==> config.mk <==
export PLATFORM = sky130hd
export DESIGN_NAME = game_countdown_timer
export DESIGN_NICKNAME = d
export VERILOG_FILES = /design/src/rtl/game_countdown_timer.sv
export SDC_FILE = /design/constraint.sdc
export NUM_CORES = 1
export LEC_CHECK = 0
export BUFFER_PORTS_ARGS = -buffer_cell sky130_fd_sc_hd__buf_2
export CAP_MARGIN = 20
export CORE_ASPECT_RATIO = 0.5
export CORE_MARGIN = 4
export CORE_UTILIZATION = 63
export DETAILED_ROUTE_END_ITERATION = 10
export PLACE_DENSITY = 0.82
export SETUP_SLACK_MARGIN = 0.05
export SYNTH_ARGS = -nofsm -noshare
export SYNTH_HDL_FRONTEND = slang
export SYNTH_SLANG_ARGS = --single-unit
==> constraint.sdc <==
create_clock -name clock_100Mhz -period 7 [get_ports clock_100Mhz]
set_input_delay 1.4 -clock clock_100Mhz [delete_from_list [all_inputs] [get_ports clock_100Mhz]]
set_output_delay 1.4 -clock clock_100Mhz [all_outputs]
set_load 0.02 [all_outputs]
==> src/rtl/game_countdown_timer.sv <==
// game_countdown_timer: crane-game round timer. Counts a play period down in
// whole seconds, held as four BCD digits {min_tens, min_ones, sec_tens,
// sec_ones} so the 7-segment stage downstream can display them directly.
module game_countdown_timer #(
    parameter int unsigned TICK_CYCLES = 100000000,
    parameter int unsigned START_MIN   = 1,
    parameter int unsigned START_SEC   = 0,
    parameter int unsigned BONUS_SEC   = 10
) (
    input  logic        clock_100Mhz,
    input  logic        reset_n,
    input  logic        start,
    input  logic        pause,
    input  logic        bonus,
    output logic [15:0] bcd_digits,
    output logic        running,
    output logic        expired,
    output logic [1:0]  state_out
);

    // Control interface: start and bonus are single-cycle pulses and pause is
    // a level, all sampled on the rising clock edge. There is no back-pressure:
    // a pulse is either acted on in the cycle it is seen or ignored when the
    // current state does not accept it. Start has priority over everything.

    localparam logic [1:0] S_IDLE    = 2'd0;
    localparam logic [1:0] S_RUN     = 2'd1;
    localparam logic [1:0] S_PAUSED  = 2'd2;
    localparam logic [1:0] S_EXPIRED = 2'd3;

    localparam int unsigned CW = (TICK_CYCLES > 1) ? $clog2(TICK_CYCLES) : 1;
    localparam logic [CW-1:0] TICK_LAST = CW'(TICK_CYCLES - 1);

    localparam logic [15:0] START_BCD = {4'(START_MIN / 10), 4'(START_MIN % 10),
                                         4'(START_SEC / 10), 4'(START_SEC % 10)};
    localparam logic [3:0]  BONUS_ONES = 4'(BONUS_SEC % 10);
    localparam logic [3:0]  BONUS_TENS = 4'(BONUS_SEC / 10);
    localparam logic [15:0] MAX_BCD    = 16'h9959;

    logic [1:0]    state;
    logic [15:0]   digits;
    logic [CW-1:0] tick_cnt;
    logic          run_active;
    logic          tick;
    logic [15:0]   digits_dec;
    logic [15:0]   digits_bonus;
    logic [15:0]   digits_tick_bonus;

    // One-second BCD decrement with borrow; 00:00 stays at 00:00.
    function automatic logic [15:0] bcd_dec(input logic [15:0] v);
        logic [15:0] r;
        r = v;
        if (v == 16'h0000) begin
            r = v;
        end else if (v[3:0] != 4'd0) begin
            r[3:0] = v[3:0] - 4'd1;
        end else begin
            r[3:0] = 4'd9;
            if (v[7:4] != 4'd0) begin
                r[7:4] = v[7:4] - 4'd1;
            end else begin
                r[7:4] = 4'd5;
                if (v[11:8] != 4'd0) begin
                    r[11:8] = v[11:8] - 4'd1;
                end else begin
                    r[11:8]  = 4'd9;
                    r[15:12] = v[15:12] - 4'd1;
                end
            end
        end
        return r;
    endfunction

    // Add BONUS_SEC digit by digit; seconds-tens carry at 6, result caps at 99:59.
    function automatic logic [15:0] bcd_add_bonus(input logic [15:0] v);
        logic [4:0]  so;
        logic [4:0]  st;
        logic [4:0]  mo;
        logic [4:0]  mt;
        logic [15:0] r;
        so = {1'b0, v[3:0]} + {1'b0, BONUS_ONES};
        st = {1'b0, v[7:4]} + {1'b0, BONUS_TENS};
        if (so >= 5'd10) begin
            so = so - 5'd10;
            st = st + 5'd1;
        end
        mo = {1'b0, v[11:8]};
        if (st >= 5'd6) begin
            st = st - 5'd6;
            mo = mo + 5'd1;
        end
        mt = {1'b0, v[15:12]};
        if (mo >= 5'd10) begin
            mo = mo - 5'd10;
            mt = mt + 5'd1;
        end
        if (mt >= 5'd10) begin
            r = MAX_BCD;
        end else begin
            r = {mt[3:0], mo[3:0], st[3:0], so[3:0]};
        end
        return r;
    endfunction

    // Tick strobe and candidate next digit values for tick, bonus and both.
    always_comb begin
        run_active        = (state == S_RUN) && !pause;
        tick              = run_active && (tick_cnt == TICK_LAST);
        digits_dec        = bcd_dec(digits);
        digits_bonus      = bcd_add_bonus(digits);
        digits_tick_bonus = bcd_add_bonus(digits_dec);
    end

    // Tick counter: cleared by start, counts only while actively running, holds otherwise.
    always_ff @(posedge clock_100Mhz or negedge reset_n) begin
        if (!reset_n) begin
            tick_cnt <= '0;
        end else if (start) begin
            tick_cnt <= '0;
        end else if (run_active) begin
            tick_cnt <= tick ? '0 : tick_cnt + CW'(1);
        end
    end

    // Round FSM, digit register and registered one-cycle expiry pulse.
    always_ff @(posedge clock_100Mhz or negedge reset_n) begin
        if (!reset_n) begin
            state   <= S_IDLE;
            digits  <= 16'h0000;
            expired <= 1'b0;
        end else begin
            expired <= 1'b0;
            if (start) begin
                state  <= S_RUN;
                digits <= START_BCD;
            end else begin
                case (state)
                    S_RUN: begin
                        if (tick && bonus) begin
                            digits <= digits_tick_bonus;
                        end else if (tick) begin
                            digits <= digits_dec;
                            if (digits_dec == 16'h0000) begin
                                state   <= S_EXPIRED;
                                expired <= 1'b1;
                            end
                        end else if (bonus) begin
                            digits <= digits_bonus;
                        end
                        if (pause) begin
                            state <= S_PAUSED;
                        end
                    end
                    S_PAUSED: begin
                        if (bonus) begin
                            digits <= digits_bonus;
                        end
                        if (!pause) begin
                            state <= S_RUN;
                        end
                    end
                    default: begin
                        state <= state;
                    end
                endcase
            end
        end
    end

    assign running    = (state == S_RUN) && !pause;
    assign bcd_digits = digits;
    assign state_out  = state;

endmodule

* Word-level counts from Yosys, hierarchy flattened *
Cells that the tools add are included.
Widths: inputs -> output; s select.

operators by class
  add/subtract/negate cells = 19
  multiply operators = 0
  div/mod/pow operators = 0
  order comparisons = 8
  equality and inequality tests = 7
  shift operators = 0
  muxes and demuxes = 41
  bitwise logic cells = 0
  reduce and logical (&&, ||, !) cells = 12

operators with widths
  operator               count
  $mux 16                7
  $mux 27                3
  $mux 4                 10
  $logic_not 16->1       2
  $pmux 16 s2            1
  $add 4x1->5 const B    6
  $mux 5                 6
  $add 27x1->27 const B  1
  $eq 27x27->1 const B   1
  $ge 5x4->1 const B     4
  $sub 4x1->4 const B    4
  $sub 4x4->4 const B    4
  $mux 12                1
  $mux 2                 6
  $reduce_bool 4->1      3
  $add 5x1->5 const B    2
  $ge 5x3->1 const B     2
  $ge 4x4->1 const B     2
  $mux 8                 1
  $ne 4x4->1 const B     2
  $sub 4x3->4 const B    2
  $mux 1                 5
  $reduce_and 5->1       1
  $ne 4x3->1 const B     1
  8 further kinds        10

word-level totals
  flip-flop bits (word level) = 46
  bits in latches = 0
  memory bits (writable) = 0
  bits in read-only memories = 0
  input port bits = 5
  memories kept = 0

* Longest topological paths before layout *
  depth after elaboration = 17
  depth in mapped cells = 29

* Worst setup path before layout *
No wires, ideal clock.

  path kind = reg2reg
  start point = reg digits[4] (netlist: bcd_digits[4])
  end point = reg digits[11] (netlist: bcd_digits[11])
  library setup time = 121 ps
  arrival = 5575 ps
  required time = 6879 ps
  slack = 1304 ps
  stages on the path, launching flop included = 28
  clock period less this slack = 5696 ps
  cells stage by stage = dfrtp_1 > clkbuf_1 > inv_1 > ha_1 > or3b_1 > buf_2 > o31a_1 > o21ai_1 > inv_1 > ha_1 > xor2_1 > ha_1 > nor2_1 > nand4_4 > o21ai_2 > mux2_2 > inv_1 > ha_1 > inv_1 > a31oi_1 > nand3_1 > nand2_1 > o31a_1 > buf_6 > mux2i_4 > buf_6 > o2111ai_1 > a22o_1

on the way
  cells in the longest elaborated chain, start to end = 16
  elaborated cells on any way between the ends = 37
  those cells by class = add/sub (9); order compare (7); mux (19); reduce/logical (2)

ends and longest elaborated chain
  element                                           line    text
  start, declared                                   41      logic [15:0] digits;
  start signal, assigned                            140     digits <= digits_tick_bonus;
  start signal, assigned                            142     digits <= digits_dec;
  start signal, assigned                            148     digits <= digits_bonus;
  $sub 4x1->4 or $reduce_bool 4->1 (tied branches)  60, 59
  $mux 4                                            59      if (v[7:4] != 4'd0) begin
  $mux 12                                           55      end else if (v[3:0] != 4'd0) begin
  $mux 16                                           53      if (v == 16'h0000) begin
  $add 4x1->5                                       82      st = {1'b0, v[7:4]} + {1'b0, BONUS_TENS};
  $add 5x1->5                                       85      st = st + 5'd1;
  $mux 5                                            83      if (so >= 5'd10) begin
  $ge 5x3->1                                        88      if (st >= 5'd6) begin
  $mux 5                                            88
  $ge 5x4->1                                        93      if (mo >= 5'd10) begin
  $mux 5                                            93
  $ge 5x4->1                                        97      if (mt >= 5'd10) begin
  $mux 16                                           97
  $mux 16                                           139     if (tick && bonus) begin
  $pmux 16 s2 (*)                                   137     case (state)
  $mux 16 (*)                                       133     if (start) begin

Mark *: on every way between the ends. The rest lies on a longest branch, timed or not.
A chain may end at the register's enable or synchronous reset.

* Final worst setup path *
  start point = reg digits[8] (netlist: bcd_digits[8])
  end point = reg digits[1] (netlist: bcd_digits[1])

on the way
  cells in the longest elaborated chain, start to end = 14
  elaborated cells on any way between the ends = 33
  those cells by class = add/sub (7); order compare (6); mux (18); reduce/logical (2)

ends and longest elaborated chain
  element                                    line
  $logic_not 16->1 (tied with other cells)   53
  $mux 16 or $mux 4 (tied branches)          53, 63
  $add 4x1->5 or $mux 8 (tied branches)      82, 59
  $add 5x1->5 or $mux 12 (tied branches)     85, 55
  $mux 5 or $mux 16 (tied branches)          83, 53
  $ge 5x3->1 or $add 4x1->5 (tied branches)  88, 90
  $mux 5                                     88
  $ge 5x4->1                                 93
  $mux 5                                     93
  $ge 5x4->1                                 97
  $mux 16                                    97
  $mux 16                                    139
  $pmux 16 s2 (*)                            137
  $mux 16 (*)                                133

Marks and branches as above.

==> reports/metrics.cfg <==
[drt]
wire_per_inst_um=17.79
drt_iter0_markers=545
first_pass_iters=5
vias=4976
ant_nets=0
drc=0
wl_mm=13.58
via_per_inst=6.522

[global_routing]
grt_pass1_vias=4540
grt.overflow.total=0
antenna_found_initial=0
grt_pass1_wl_mm=22.14
gr-usage-all-layers=0.2843
grt_max_degree=47

[cells_and_area]
diodes=0
fill_cells=654
fin_area_sq_um=5324
areaGrowthSynthToFinish_pct=6.110
drive_above_1_share=0.1160
nNetsFinal=690

[flow_run]
cap_violations=0

[die]
dieHeight_um=71.11
start_util=0.6652
io_pins=25
die_area_sq_um=9543
rows=22
core_sq_um=7542
dieWidth_um=134.2

[sta]
hold_violations=0
relSlewSlack=0.4024
finalSetupTns_ns=0
clock.fmax_mhz=157.8
finalCritPeriodShare=0.9052
setup_viol=0
tightestPinTransition_ns=0.8931
rsz0062_at_grt=false
worst_clock_skew_ns=0.01735
fin_crit_ns=6.337
drv_slew=0

[setup_path]
arrival_ns=6.53
crit_required_ns=7.19
crit_path_start=bcd_digits[8]
crit_fanout=13
cp-start-kind=flop
end_kind=flop
r2r-start=bcd_digits[8]
path_class=reg -> reg

[synth]
ys_warn_count=0
ys_seq_area_frac=0.2294
ys_top_cells_by_area=dfrtp_1 23%, ha_1 7.7%, nor2_1 4.9%, a21oi_1 4.6%, nand2_1 4.0%
ys_ff_latch=46
synth_ff_type=dfrtp_1
synth_nets=686
synth_top_area_share=0.2294
syn_area_sq_um=5017
yosysTopAreaCell=dfrtp_1
synth_edf_count=0
synthArstFlopShare=1.000
syn_inst=650
syn-mean-instance-area_sq_um=7.719
synthDistinctLibCells=84

[power_and_ir_drop]
powerDensity_nw_per_um2=245.5
netSwitchingFraction=0.4657
p_seq_frac=0.229
leakagePower_nw=2.275
peakVddDrop_mv=0.1241
p_sw_mw=0.6087
combPwrFrac=0.582
p_total_mw=1.307
pwr-share-clk=0.189
p_int_mw=0.6983

[clock_network]
clock_sinks=46
cts_max_path_buffers=2
htreeDepth=2
cts_buffers=5
post_cts_buffers=0
cts-root-buf=clkbuf_16
cts_resized=0
cts_tree=done
cts.clk_slew.worst_paths_ns=0.07
insertion_delay_ns=0.30
holdBufCountCts=0

[placement]
dpl_cell_area_sq_um=5180
place_congestion=1.069
dp_hpwl_mm=9.720
port_buffers=24

[hold_path]
hold_start=tick_cnt[5]
hold_path.class=reg -> reg

[run_status]
status=completed

==> final cells by class <==
class / instances / area [sq um] / area share
timing repair buffer: 33 / 187.7 / 0.03525
clock buffer: 6 / 128.9 / 0.02421
clock inverter: 2 / 13.76 / 0.002585
sequential: 46 / 1151 / 0.2162
multi-input combinational: 534 / 3580 / 0.6724
tap: 108 / 135.1 / 0.02538
inverter: 34 / 127.6 / 0.02397
==> placed cells by master, fill, tap and decap left out, drive strengths merged, types with 4 or more instances in the layout <==
cell type	instances
nor4	14
o21bai	4
and2	6
o211ai	10
or3b	4
or4	5
a2bb2oi	4
nor3	21
or2	6
o31ai	5
xnor2	18
a22o	5
nand2	54
and3	7
nand2b	9
inv	34
nor2	66
a21o	8
dfrtp	46
a211oi	5
nand3	39
mux2i	10
xor2	24
o21a	6
clkbuf	6
buf	33
and3b	4
nor3b	6
o41ai	4
nand4	10
ha	31
o21ai	41
o22ai	4
or3	7
a21oi	48
a31oi	11
==> cell families (layout without fill, tap and decap cells) <==
group | count (synthesis) | after routing | share of synthesized area
AO/OA/AOI/OAI | 186 | 186 | 0.2579
XOR/XNOR | 42 | 42 | 0.07481
adder cells (fa/ha/maj) | 32 | 32 | 0.07930
buffers and inverters | 70 | 75 | 0.05860
flip-flops | 46 | 46 | 0.2294
multiplexers | 12 | 12 | 0.02768
AND/OR/NAND/NOR | 262 | 262 | 0.2723
==> synth_stat cells, types with 3 or more instances <==
master      n
o21ai_0    34
nor3b_1     4
a211oi_1    4
ha_1       31
and2_1      6
a22o_1      4
xor2_1     23
nand2b_1    9
nor4_1     12
o22ai_1     4
inv_1      34
a31oi_1    11
or3b_1      4
or2_2       5
o21bai_1    4
buf_6       3
nand4_1     9
a21o_1      8
o21ai_1     6
o31ai_1     4
o31a_1      3
nand2_1    54
nor2_1     66
clkbuf_1   24
o21a_1      6
and3_1      7
a2bb2oi_1   4
or3_1       7
nor3_1     20
or4_1       5
and3b_1     4
o211ai_1    9
a21oi_1    46
dfrtp_1    46
buf_2       7
o41ai_2     3
xnor2_1    18
mux2i_1     8
nand3_1    38
==> per-stage QoR <==
| step | utilization | std cells | hold slack, ns | setup WS (ns) |
|---|---|---|---|---|
| after floorplan | - | 650 | 0.4959 | 1.304 |
| after global placement | 0.6868 | 755 | 0.5115 | 0.8583 |
| after detailed placement | 0.6868 | 755 | 0.5230 | 0.5973 |
| after CTS | 0.7057 | 763 | 0.5478 | 0.5601 |
| after global routing | 0.7059 | 763 | 0.5667 | 0.2475 |
| final | 0.7059 | 763 | 0.5440 | 0.6634 |
==> worst max-delay path, stage by stage, from the launching register on <==
cell and delay, ns:
dfrtp_1 0.47, inv_1 0.23, ha_1 0.23, or3b_1 0.48, o31a_1 0.37, o21ai_1 0.36, inv_1 0.09, ha_1 0.37
xor2_1 0.20, ha_1 0.31, nor2_1 0.25, nand4_4 0.17, o21ai_2 0.20, mux2_2 0.40, inv_1 0.09, ha_1 0.21
inv_1 0.09, a21oi_1 0.18, nand3_1 0.11, nand2_1 0.08, o31a_2 0.32, mux2i_4 0.55, a21oi_1 0.17, o41ai_2 0.31
==> per-layer routing <==
layer | global-route usage | part of all wire | up-vias
met5 | 0 | 0 | -
met3 | 0.04759 | 0.092 | 31
li1 | - | - | 2380
met2 | 0.4549 | 0.44 | 222
met1 | 0.4010 | 0.45 | 2343
met4 | 0.07675 | 0.018 | 0
==> flip-flops by register name, indices dropped and copies added (netlist names) <==
signal	flops
bcd_digits	16
expired	1
state_out	2
tick_cnt	27
==> power by group through the flow <==
stage               logic, mW  registers [mW]  clock network (mW)
floorplan               0.597           0.307                   0
global placement        0.730           0.304                   0
detailed placement      0.739           0.304                   0
CTS                     0.744           0.299               0.247
global route            0.832           0.302               0.260
finish                  0.761           0.300               0.246
==> final timing paths <==
| check | end | cells after the start | slack (ns) |
|---|---|---|---|
| max | bcd_digits[1] | 23 | 0.66 |
| min | tick_cnt[5] | 2 | 0.54 |
| max reg2reg | bcd_digits[1] | 23 | 0.66 |
| min reg2reg | tick_cnt[5] | 2 | 0.54 |
| max in group asynchronous | tick_cnt[25] | 2 | 5.37 |
| min in group asynchronous | bcd_digits[2] | 2 | 1.20 |
(Power assumes the default switching activity.)
